File: config.mk
export PLATFORM = sky130hd
export DESIGN_NAME = sram_port_arbiter
export DESIGN_NICKNAME = d
export VERILOG_FILES = /design/src/rtl/sram_arb_pkg.sv /design/src/rtl/sram_wait_timer.sv /design/src/rtl/sram_port_arbiter.sv
export SDC_FILE = /design/constraint.sdc
export NUM_CORES = 1
export LEC_CHECK = 0
export CAP_MARGIN = 20
export CORE_MARGIN = 10
export CORE_UTILIZATION = 45
export DETAILED_ROUTE_END_ITERATION = 6
export MAX_ROUTING_LAYER = met4
export PLACE_DENSITY = 0.81
export SLEW_MARGIN = 0
export SYNTH_ARGS = -nofsm -noshare
export SYNTH_HDL_FRONTEND = slang
export SYNTH_SLANG_ARGS = --single-unit
File: constraint.sdc
create_clock -name clk -period 2.06 [get_ports clk]
set_clock_uncertainty 0.1 [all_clocks]
set_input_delay 0.412 -clock clk [delete_from_list [all_inputs] [get_ports clk]]
set_output_delay 0.412 -clock clk [all_outputs]
set_load 0.01 [all_outputs]
File: src/rtl/sram_arb_pkg.sv
// Shared constants for the SRAM port arbiter: FSM state codes, grant encoding and
// default timing parameters.
package sram_arb_pkg;

  // FSM state codes
  localparam logic [2:0] StIdle    = 3'd0;
  localparam logic [2:0] StRdAcc   = 3'd1;
  localparam logic [2:0] StWrSetup = 3'd2;
  localparam logic [2:0] StWrAcc   = 3'd3;
  localparam logic [2:0] StWrRecov = 3'd4;
  localparam logic [2:0] StDone    = 3'd5;
  localparam logic [2:0] StHold    = 3'd6;

  // Grant encoding
  localparam logic GNT_I = 1'b0;
  localparam logic GNT_D = 1'b1;

  localparam int unsigned DefaultWaitCycles = 1;
  localparam int unsigned DefaultLineWords  = 4;

endpackage

File: src/rtl/sram_wait_timer.sv
// Wait-state down-counter: load sets the count, which then decrements to zero and holds.
// done is high while the count is zero, i.e. on the last cycle of an access.
module sram_wait_timer #(
  parameter int unsigned CntW = 3
) (
  input  logic            clk,
  input  logic            rst,
  input  logic            load,
  input  logic [CntW-1:0] load_val,
  output logic            done
);

  logic [CntW-1:0] cnt_q;

  // Load takes priority; otherwise count down and stick at zero
  always_ff @(posedge clk or negedge rst) begin
    if (!rst) begin
      cnt_q <= '0;
    end else if (load) begin
      cnt_q <= load_val;
    end else if (cnt_q != '0) begin
      cnt_q <= cnt_q - 1'b1;
    end
  end

  assign done = (cnt_q == '0);

endmodule

File: src/rtl/sram_port_arbiter.sv
// Arbitrates the single asynchronous SRAM port between the icache refill path and the
// dcache path, sequences the SRAM strobes with programmable wait states, returns line
// reads word by word and closes each transaction with a one-cycle ready pulse.
module sram_port_arbiter
  import sram_arb_pkg::*;
#(
  parameter int unsigned ADDR_W      = 18,
  parameter int unsigned DATA_W      = 32,
  parameter int unsigned LINE_WORDS  = DefaultLineWords,
  parameter int unsigned WAIT_CYCLES = DefaultWaitCycles
) (
  input  logic                          clk,
  input  logic                          rst,
  input  logic                          i_req,
  input  logic [ADDR_W-1:0]             i_addr,
  output logic                          i_rvalid,
  output logic                          i_ready,
  input  logic                          d_req,
  input  logic                          d_we,
  input  logic [ADDR_W-1:0]             d_addr,
  input  logic [DATA_W-1:0]             d_wdata,
  output logic                          d_rvalid,
  output logic                          d_ready,
  output logic [DATA_W-1:0]             rdata,
  output logic [$clog2(LINE_WORDS)-1:0] rword,
  output logic [ADDR_W-1:0]             sram_addr,
  output logic [DATA_W-1:0]             sram_dq_o,
  output logic                          sram_dq_oe,
  input  logic [DATA_W-1:0]             sram_dq_i,
  output logic                          sram_ce_n,
  output logic                          sram_oe_n,
  output logic                          sram_we_n
);

  localparam int unsigned    WordW    = $clog2(LINE_WORDS);
  localparam logic [WordW-1:0] LastWord = WordW'(LINE_WORDS - 1);
  localparam logic [2:0]     WaitVal  = 3'(WAIT_CYCLES);

  logic [2:0]        state_q, state_d;
  // gnt_q only changes on a new grant, so it doubles as the last-grant history.
  logic              gnt_q, gnt_sel;
  logic              grant_now;
  logic [ADDR_W-1:0] addr_q;
  logic [DATA_W-1:0] wdata_q;
  logic [WordW-1:0]  cnt_q;
  logic              timer_load, t_done, word_last, granted_req;
  // Capture stage: the word is sampled on its last access cycle and presented on
  // rdata/rvalid one cycle later, so back-to-back words never overwrite a live rdata.
  logic [DATA_W-1:0] cap_q, rdata_q;
  logic [WordW-1:0]  cap_idx_q, rword_q;
  logic              cap_vld_q, rvalid_q, ready_q;

  sram_wait_timer #(
    .CntW(3)
  ) u_timer (
    .clk      (clk),
    .rst      (rst),
    .load     (timer_load),
    .load_val (WaitVal),
    .done     (t_done)
  );

  assign word_last   = (state_q == StRdAcc) && t_done;
  assign granted_req = (gnt_q == GNT_D) ? d_req : i_req;

  // Arbitration and next-state decode
  always_comb begin
    state_d    = state_q;
    timer_load = 1'b0;
    grant_now  = 1'b0;
    gnt_sel    = gnt_q;
    unique case (state_q)
      StIdle: begin
        if (i_req || d_req) begin
          grant_now  = 1'b1;
          timer_load = 1'b1;
          if (i_req && d_req) begin
            gnt_sel = (gnt_q == GNT_D) ? GNT_I : GNT_D;
          end else begin
            gnt_sel = d_req ? GNT_D : GNT_I;
          end
          state_d = ((gnt_sel == GNT_D) && d_we) ? StWrSetup : StRdAcc;
        end
      end
      StRdAcc: begin
        if (t_done) begin
          timer_load = 1'b1;
          if (cnt_q == LastWord) state_d = StDone;
        end
      end
      StWrSetup: begin
        timer_load = 1'b1;
        state_d    = StWrAcc;
      end
      StWrAcc: begin
        if (t_done) state_d = StWrRecov;
      end
      StWrRecov: state_d = StDone;
      // Hold off ready until the last read word has left the capture stage.
      StDone: begin
        if (!cap_vld_q) state_d = StHold;
      end
      StHold: begin
        if (!granted_req) state_d = StIdle;
      end
      default: state_d = StIdle;
    endcase
  end

  // State, grant/address latch, word counter and read-return pipeline
  always_ff @(posedge clk or negedge rst) begin
    if (!rst) begin
      state_q   <= StIdle;
      gnt_q     <= GNT_I;
      addr_q    <= '0;
      wdata_q   <= '0;
      cnt_q     <= '0;
      cap_q     <= '0;
      cap_idx_q <= '0;
      cap_vld_q <= 1'b0;
      rdata_q   <= '0;
      rword_q   <= '0;
      rvalid_q  <= 1'b0;
      ready_q   <= 1'b0;
    end else begin
      state_q <= state_d;
      if (grant_now) begin
        gnt_q   <= gnt_sel;
        addr_q  <= (gnt_sel == GNT_D) ? d_addr : i_addr;
        wdata_q <= d_wdata;
        cnt_q   <= '0;
      end else if (word_last) begin
        cnt_q <= cnt_q + 1'b1;
      end
      if (word_last) begin
        cap_q     <= sram_dq_i;
        cap_idx_q <= cnt_q;
      end
      cap_vld_q <= word_last;
      if (cap_vld_q) begin
        rdata_q <= cap_q;
        rword_q <= cap_idx_q;
      end
      rvalid_q <= cap_vld_q;
      ready_q  <= (state_q == StDone) && !cap_vld_q;
    end
  end

  // SRAM strobes and requester-side outputs
  always_comb begin
    sram_ce_n  = 1'b1;
    sram_oe_n  = 1'b1;
    sram_we_n  = 1'b1;
    sram_dq_oe = 1'b0;
    sram_addr  = addr_q;
    unique case (state_q)
      StRdAcc: begin
        sram_ce_n = 1'b0;
        sram_oe_n = 1'b0;
        sram_addr = {addr_q[ADDR_W-1:WordW], cnt_q};
      end
      StWrSetup, StWrRecov: begin
        sram_ce_n  = 1'b0;
        sram_dq_oe = 1'b1;
      end
      StWrAcc: begin
        sram_ce_n  = 1'b0;
        sram_we_n  = 1'b0;
        sram_dq_oe = 1'b1;
      end
      default: ;
    endcase
  end

  assign sram_dq_o = wdata_q;
  assign rdata     = rdata_q;
  assign rword     = rword_q;
  assign i_rvalid  = rvalid_q && (gnt_q == GNT_I);
  assign d_rvalid  = rvalid_q && (gnt_q == GNT_D);
  assign i_ready   = ready_q && (gnt_q == GNT_I);
  assign d_ready   = ready_q && (gnt_q == GNT_D);

endmodule

==> results.py, run 1 <==
metrics = {
    "routing": {
        "first_iter_violations": 200,
        "num_vias": 3929,
        "first_pass_iters": 4,
        "vias_per_cell": 5.17,
        "drc": 0,
        "antenna_left": 0,
        "wl_um": 16900,
        "wl_per_cell_um": 22.2,
    },
    "placed_design": {
        "place_hpwl_um": 11000,
        "gp_routability_congestion": 0.829,
        "dp_slack_ns": -0.0456,
        "placed_cell_area_um2": 7530,
        "io_buffers": 196,
    },
    "cells_and_area": {
        "finalInstanceArea_um2": 8500,
        "synthToLayoutAreaGrowth_pct": 58.1,
        "layout_common_cells": "clkdlybuf4s50_1, dfrtp_1, mux2_2",
        "final_common_cell": "clkdlybuf4s50_1",
        "fin_nets": 711,
        "drive_gt1_share_pct": 31.7,
    },
    "sta": {
        "maxSlewViolCount": 0,
        "fin_crit_ns": 2.21,
        "finalWorstSetupSlack_ns": -0.153,
        "max_freq_mhz": 452,
        "fin_crit_sh_pct": 107,
        "hold_viol_final": 0,
        "slew_headroom_pct": 68.8,
        "worst_pin_slew_ns": 0.466,
        "grt_setup_unrepaired": "true",
        "fin_setup_tns_ns": -5.55,
        "setup_viol": 55,
    },
    "cts": {
        "clock-sinks": 130,
        "clk_latency_ns": 0.42,
        "ctsHtreeMaxLevel": 4,
        "cts.path.max_buffers": 2,
        "clk_pin_slew_worst_paths_ns": 0.06,
        "cts_inserted_buffers": 17,
        "cts_tree": "done",
        "root_buffer": "clkbuf_16",
    },
    "logic_synthesis": {
        "yosysTopAreaCellShare_pct": 60.5,
        "synth_ff_type": "dfrtp_1",
        "ys_ff_latch": 130,
        "syn_area_per_cell_um2": 13.9,
        "postSynthCellCount": 387,
        "synth_top_area_cell": "dfrtp_1",
        "synth-edff-count": 0,
        "ys_seq_area_share_pct": 60.5,
        "synthTopCellsByArea": "dfrtp_1, mux2_2, mux2i_1",
        "synth_cell_types": 34,
        "synth_area_um2": 5380,
        "async_reset_ff_share_pct": 100,
        "syn-num-nets": 495,
        "yosysWarnings": 0,
    },
    "global_routing": {
        "antenna_found_initial": 0,
        "first_global_vias": 4267,
        "grt_max_degree": 55,
        "grt_pass1_wl_um": 23100,
        "grt_overflow_total": 0,
        "grt_usage_pct": 18.6,
    },
    "setup_path": {
        "timing.rr.end": "sram_dq_o[26]$_DFFE_PN0P_",
        "worstSetupPathType": "flop to output pin",
        "cp-start-kind": "flop",
        "cp.arrival_ns": 1.70,
        "reg2reg_from": "state_q[1]$_DFFE_PN0P_",
        "reg2reg_depth": 7,
        "reg2reg_slack_ns": -0.15,
        "cp.required_ns": 1.55,
        "critical_path.max_fanout": 3,
        "cp-end-kind": "output pin",
    },
    "floorplan": {
        "start_util_pct": 46.5,
        "core_um2": 11600,
        "row_count": 39,
        "die_area_um2": 16700,
        "die_width_um": 129,
        "io_pins": 197,
        "die_h_um": 129,
    },
    "run_status": {
        "violations": "setup timing",
        "status": "complete, but fails checks",
    },
    "run": {
        "maxCapViolations": 0,
    },
    "power_and_ir_drop": {
        "p_leak_nw": 3.72,
        "powerDensity_nw_per_um2": 1670,
        "ir_drop_mv": 1.13,
    },
    "worst_hold_path": {
        "worst_hold_startpoint": "addr_q[5]$_DFFE_PN0P_",
        "whs_endpoint": "addr_q[5]$_DFFE_PN0P_",
        "hold_depth": 2,
        "worstHoldPathType": "flop to flop",
    },
}
-- synthesized netlist by cell type (5+ instances only) --
master	number
o21ai_0	14
clkbuf_1	8
nand2_1	26
mux2_2	102
buf_4	19
inv_1	8
o21ai_1	9
nor2_1	7
dfrtp_1	130
mux2i_1	20
buf_2	5
-- worst max-delay path: stages, from the launching register on --
cell and delay [ns]:
dfrtp_1 0.42, nor3b_4 0.28, buf_4 0.16, mux2_4 0.30
buf_6 0.12
-- area by class of cell --
cell class | count | area (um2)
clock inverter | 14 | 211
tap | 143 | 179
inverter | 8 | 32.5
timing repair buffer | 234 | 2420
multi-input combinational | 212 | 1950
clock buffer | 18 | 439
sequential | 130 | 3250
fill | 751 | 3070
antenna | 1 | 2.50
-- state kept, by name, summed over array words and instances (netlist names) --
| signal | cells |
|---|---|
| ready_q | 1 |
| rvalid_q | 1 |
| rword | 2 |
| sram_dq_o | 32 |
| u_timer.cnt_q | 3 |
| state_q | 3 |
| cap_vld_q | 1 |
| cap_q | 32 |
| cap_idx_q | 2 |
| addr_q | 18 |
| rdata | 32 |
| gnt_q | 1 |
| cnt_q | 2 |
-- power by group --
part,switching [W],internal (W)
combinational,0.00263,0.00373
sequential,0.000705,0.00385
clock,0.00112,0.00217
total,0.00445,0.00974
-- metal layers --
| layer | share of wire, % | GRT usage, % |
|---|---|---|
| met1 | 36 | 18.9 |
| met2 | 56 | 33.1 |
| met3 | 5.0 | 4.81 |
| met4 | 2.8 | 8.16 |
| met5 | 0 | - |
-- logic make-up (layout without fill, tap and decap cells) --
group / Yosys count / in the layout / share of synthesized area (%)
AO/OA/AOI/OAI: 35 / 35 / 3.75
multiplexers: 122 / 122 / 25.1
adder cells (fa/ha/maj): 3 / 3 / 0.698
other: 0 / 1 / 0
AND/OR/NAND/NOR: 51 / 51 / 4.77
buffers and inverters: 45 / 274 / 5.03
XOR/XNOR: 1 / 1 / 0.163
flip-flops: 130 / 130 / 60.5
-- through the flow --
step	utilization, %	std cells	total power [W]	hold WS [ns]
after floorplan	-	387	0.00750	0.0164
after global placement	65.1	711	0.0100	0.262
after detailed placement	65.1	711	0.0103	0.267
after CTS	71.3	751	0.0138	0.381
after global routing	73.5	759	0.0149	0.414
final	73.5	760	0.0142	0.379
-- worst max path at each step --
stage / from / to / slack [ns] / cells after the start
after floorplan: u_timer.cnt_q[0]$_DFFE_PN0P_ / cap_idx_q[0]$_DFFE_PN0P_ / 0.22 / 7
after global placement: state_q[1]$_DFFE_PN0P_ / sram_addr[1] / 0.008 / 3
after detailed placement: d_req / addr_q[16]$_DFFE_PN0P_ / -0.05 / 6
after CTS: state_q[2]$_DFFE_PN0P_ / sram_addr[0] / -0.14 / 4
after global routing: state_q[2]$_DFFE_PN0P_ / sram_addr[0] / -0.21 / 4
final: state_q[1]$_DFFE_PN0P_ / sram_addr[0] / -0.15 / 4
-- repair_timing --
action	CTS	global route
pin swaps	2	6
resized for setup	34	30
hold buffers	1	0
cloned	0	7
setup endpoints to repair	10	52
buffers inserted	7	4
hold endpoints to repair	23	0
No activity file was read; power rests on OpenSTA's default activity.
==> run 2: changes to the inputs <==
--- a/config.mk
+++ b/config.mk
@@ -5,9 +5,10 @@
 export SDC_FILE = /design/constraint.sdc
 export NUM_CORES = 1
 export LEC_CHECK = 0
-export CAP_MARGIN = 20
+export CAP_MARGIN = 15
 export CORE_MARGIN = 10
 export CORE_UTILIZATION = 45
+export CTS_CLUSTER_DIAMETER = 30
 export DETAILED_ROUTE_END_ITERATION = 6
 export MAX_ROUTING_LAYER = met4
 export PLACE_DENSITY = 0.81
==> results of run 2 <==
The final DEF is identical to that of run 1; final timing and power are the same.
==> run 3: changes to the inputs <==
==> constraint.sdc (replaced) <==
create_clock -name clk -period 2.4 [get_ports clk]
set_clock_uncertainty 0.1 [all_clocks]
set_input_delay 0.48 -clock clk [delete_from_list [all_inputs] [get_ports clk]]
set_output_delay 0.48 -clock clk [all_outputs]
set_load 0.01 [all_outputs]
==> run 3 against run 2 <==
Net effect:
- the run now ends clean
- register-to-register slack improved by 0.59 ns
- core utilization down 4.1 points
- non-clock buffer count decreased by 23
- critical path type unchanged
- critical endpoint is now sram_addr[1]
==> results.py, run 3 (synthesis gave the netlist of run 1 again) <==
metrics = {
    "run_status": {
        "status": "finished clean",
    },
    "setup_path": {
        "critical_path.max_fanout": 4,
        "cp-start-kind": "flop",
        "reg2reg_from": "state_q[1]$_DFFE_PN0P_",
        "path_cells": "nor3b_4, mux2_2, dlygate4sd2_1",
        "cp.arrival_ns": 1.77,
        "slowest_stage": "dfrtp_1",
        "worstSetupPathType": "flop to output pin",
        "critPathLaunch": "state_q[1]$_DFFE_PN0P_",
        "cp-end-kind": "output pin",
        "cpPeakStageDelay_ns": 0.41,
        "cp.required_ns": 1.82,
    },
    "cts": {
        "cts.path.max_buffers": 2,
        "clock-sinks": 130,
        "clk_latency_ns": 0.41,
        "cts_inserted_buffers": 17,
        "root_buffer": "clkbuf_16",
        "clk_pin_slew_worst_paths_ns": 0.05,
        "ctsHtreeMaxLevel": 4,
        "cts_tree": "done",
    },
    "global_routing": {
        "grt_max_degree": 71,
        "first_global_vias": 4112,
        "grt_overflow_total": 0,
        "antenna_found_initial": 0,
        "grt_pass1_wl_um": 21900,
        "grt_usage_pct": 17.6,
    },
    "sta": {
        "setup_viol": 0,
        "grt_setup_unrepaired": "true",
        "worst_pin_slew_ns": 0.546,
        "max_freq_mhz": 426,
        "maxSlewViolCount": 0,
        "hold_viol_final": 0,
        "fin_setup_tns_ns": 0,
        "fin_crit_sh_pct": 97.9,
        "slew_headroom_pct": 63.6,
        "fin_crit_ns": 2.35,
    },
    "power_and_ir_drop": {
        "p_leak_nw": 3.49,
        "ir_drop_mv": 0.811,
        "powerDensity_nw_per_um2": 1370,
    },
    "floorplan": {
        "io_pins": 197,
        "start_util_pct": 46.5,
        "die_h_um": 129,
        "core_um2": 11600,
        "row_count": 39,
        "die_area_um2": 16700,
        "die_width_um": 129,
    },
    "placed_design": {
        "io_buffers": 196,
        "place_hpwl_um": 10600,
        "gp_routability_congestion": 0.856,
        "dp.cells": 701,
    },
    "routing": {
        "first_iter_violations": 201,
        "antenna_left": 0,
        "wl_met3_um": 791,
        "drc": 0,
        "vias_per_cell": 5.05,
        "wl_per_cell_um": 19.5,
        "wl_um": 14300,
        "wl_met1_um": 5210,
        "highest_layer": "met4",
        "dr_wl_met2_um": 8040,
        "first_pass_iters": 4,
        "num_vias": 3715,
    },
    "cells_and_area": {
        "regArea_um2": 3250,
        "nFillCells": 816,
        "diodes": 0,
        "drive_gt1_share_pct": 25.3,
        "final_common_cell": "clkdlybuf4s50_1",
        "synthToLayoutAreaGrowth_pct": 49.2,
        "fin_util_pct": 69.4,
        "finalNonFillerCells": 735,
        "fin_nets": 688,
        "multiInputGateArea_um2": 1870,
        "layout_common_cells": "clkdlybuf4s50_1, dfrtp_1, mux2_2",
    },
    "run": {
        "maxCapViolations": 0,
    },
    "worst_hold_path": {
        "worst_hold_startpoint": "addr_q[11]$_DFFE_PN0P_",
        "worstHoldPathType": "flop to flop",
    },
}
[run 3: path summary, 6_finish.rpt]
kind | to | slack, ns | depth (start not counted)
worst max-delay path | sram_addr[1] | 0.05 | 3
worst min-delay path | addr_q[11]$_DFFE_PN0P_ | 0.38 | 2
worst max register to register | addr_q[9]$_DFFE_PN0P_ | 0.44 | 6
worst min register to register | addr_q[11]$_DFFE_PN0P_ | 0.38 | 2
max in group asynchronous | u_timer.cnt_q[0]$_DFFE_PN0P_ | 1.03 | 3
min in group asynchronous | sram_dq_o[19]$_DFFE_PN0P_ | 0.50 | 2
[run 3: metal layers]
metal,track usage [%],vias to the layer above
met1,17.5,1871
met4,6.89,0
met5,-,-
met3,5.59,20
li1,-,1714
met2,31.5,110
[run 3: cell type report]
class                      count  area share [%]
multi-input combinational    212            23.3
clock buffer                  25            6.05
clock inverter                 6           0.686
timing repair buffer         211            26.8
tap                          143            2.23
sequential                   130            40.5
inverter                       8           0.374
[run 3: repair_timing]
| item | in CTS | in global routing |
|---|---|---|
| pin swaps | 1 | 1 |
| setup buffers | 1 | 1 |
| setup endpoints to repair | 5 | 3 |
| endpoints found under the hold margin | 36 | 0 |
| hold buffers | 1 | 0 |
| gates resized for setup | 6 | 1 |
[run 3: worst max-delay path, delay by kind of cell, from the launching register on]
family	cells	cell delay, ns
flip-flops	1	0.41
AND/OR/NAND/NOR	1	0.29
multiplexers	1	0.37
buffers and inverters	1	0.30
[run 3: power breakdown]
part,internal (W),switching [W]
clock network,0.00149,0.000879
registers,0.00330,0.000583
logic,0.00283,0.00193
total,0.00762,0.00339
[run 3: metrics by stage]
stage	hold WS [ns]	cell area, um2	total power [W]	setup WS, ns
after floorplan	0.0844	5380	0.00643	0.558
after global routing	0.409	8020	0.0116	-0.0124
after global placement	0.362	7460	0.00850	0.225
after CTS	0.386	8010	0.0111	0.0128
after detailed placement	0.374	7460	0.00871	0.153
final	0.383	8020	0.0110	0.0515
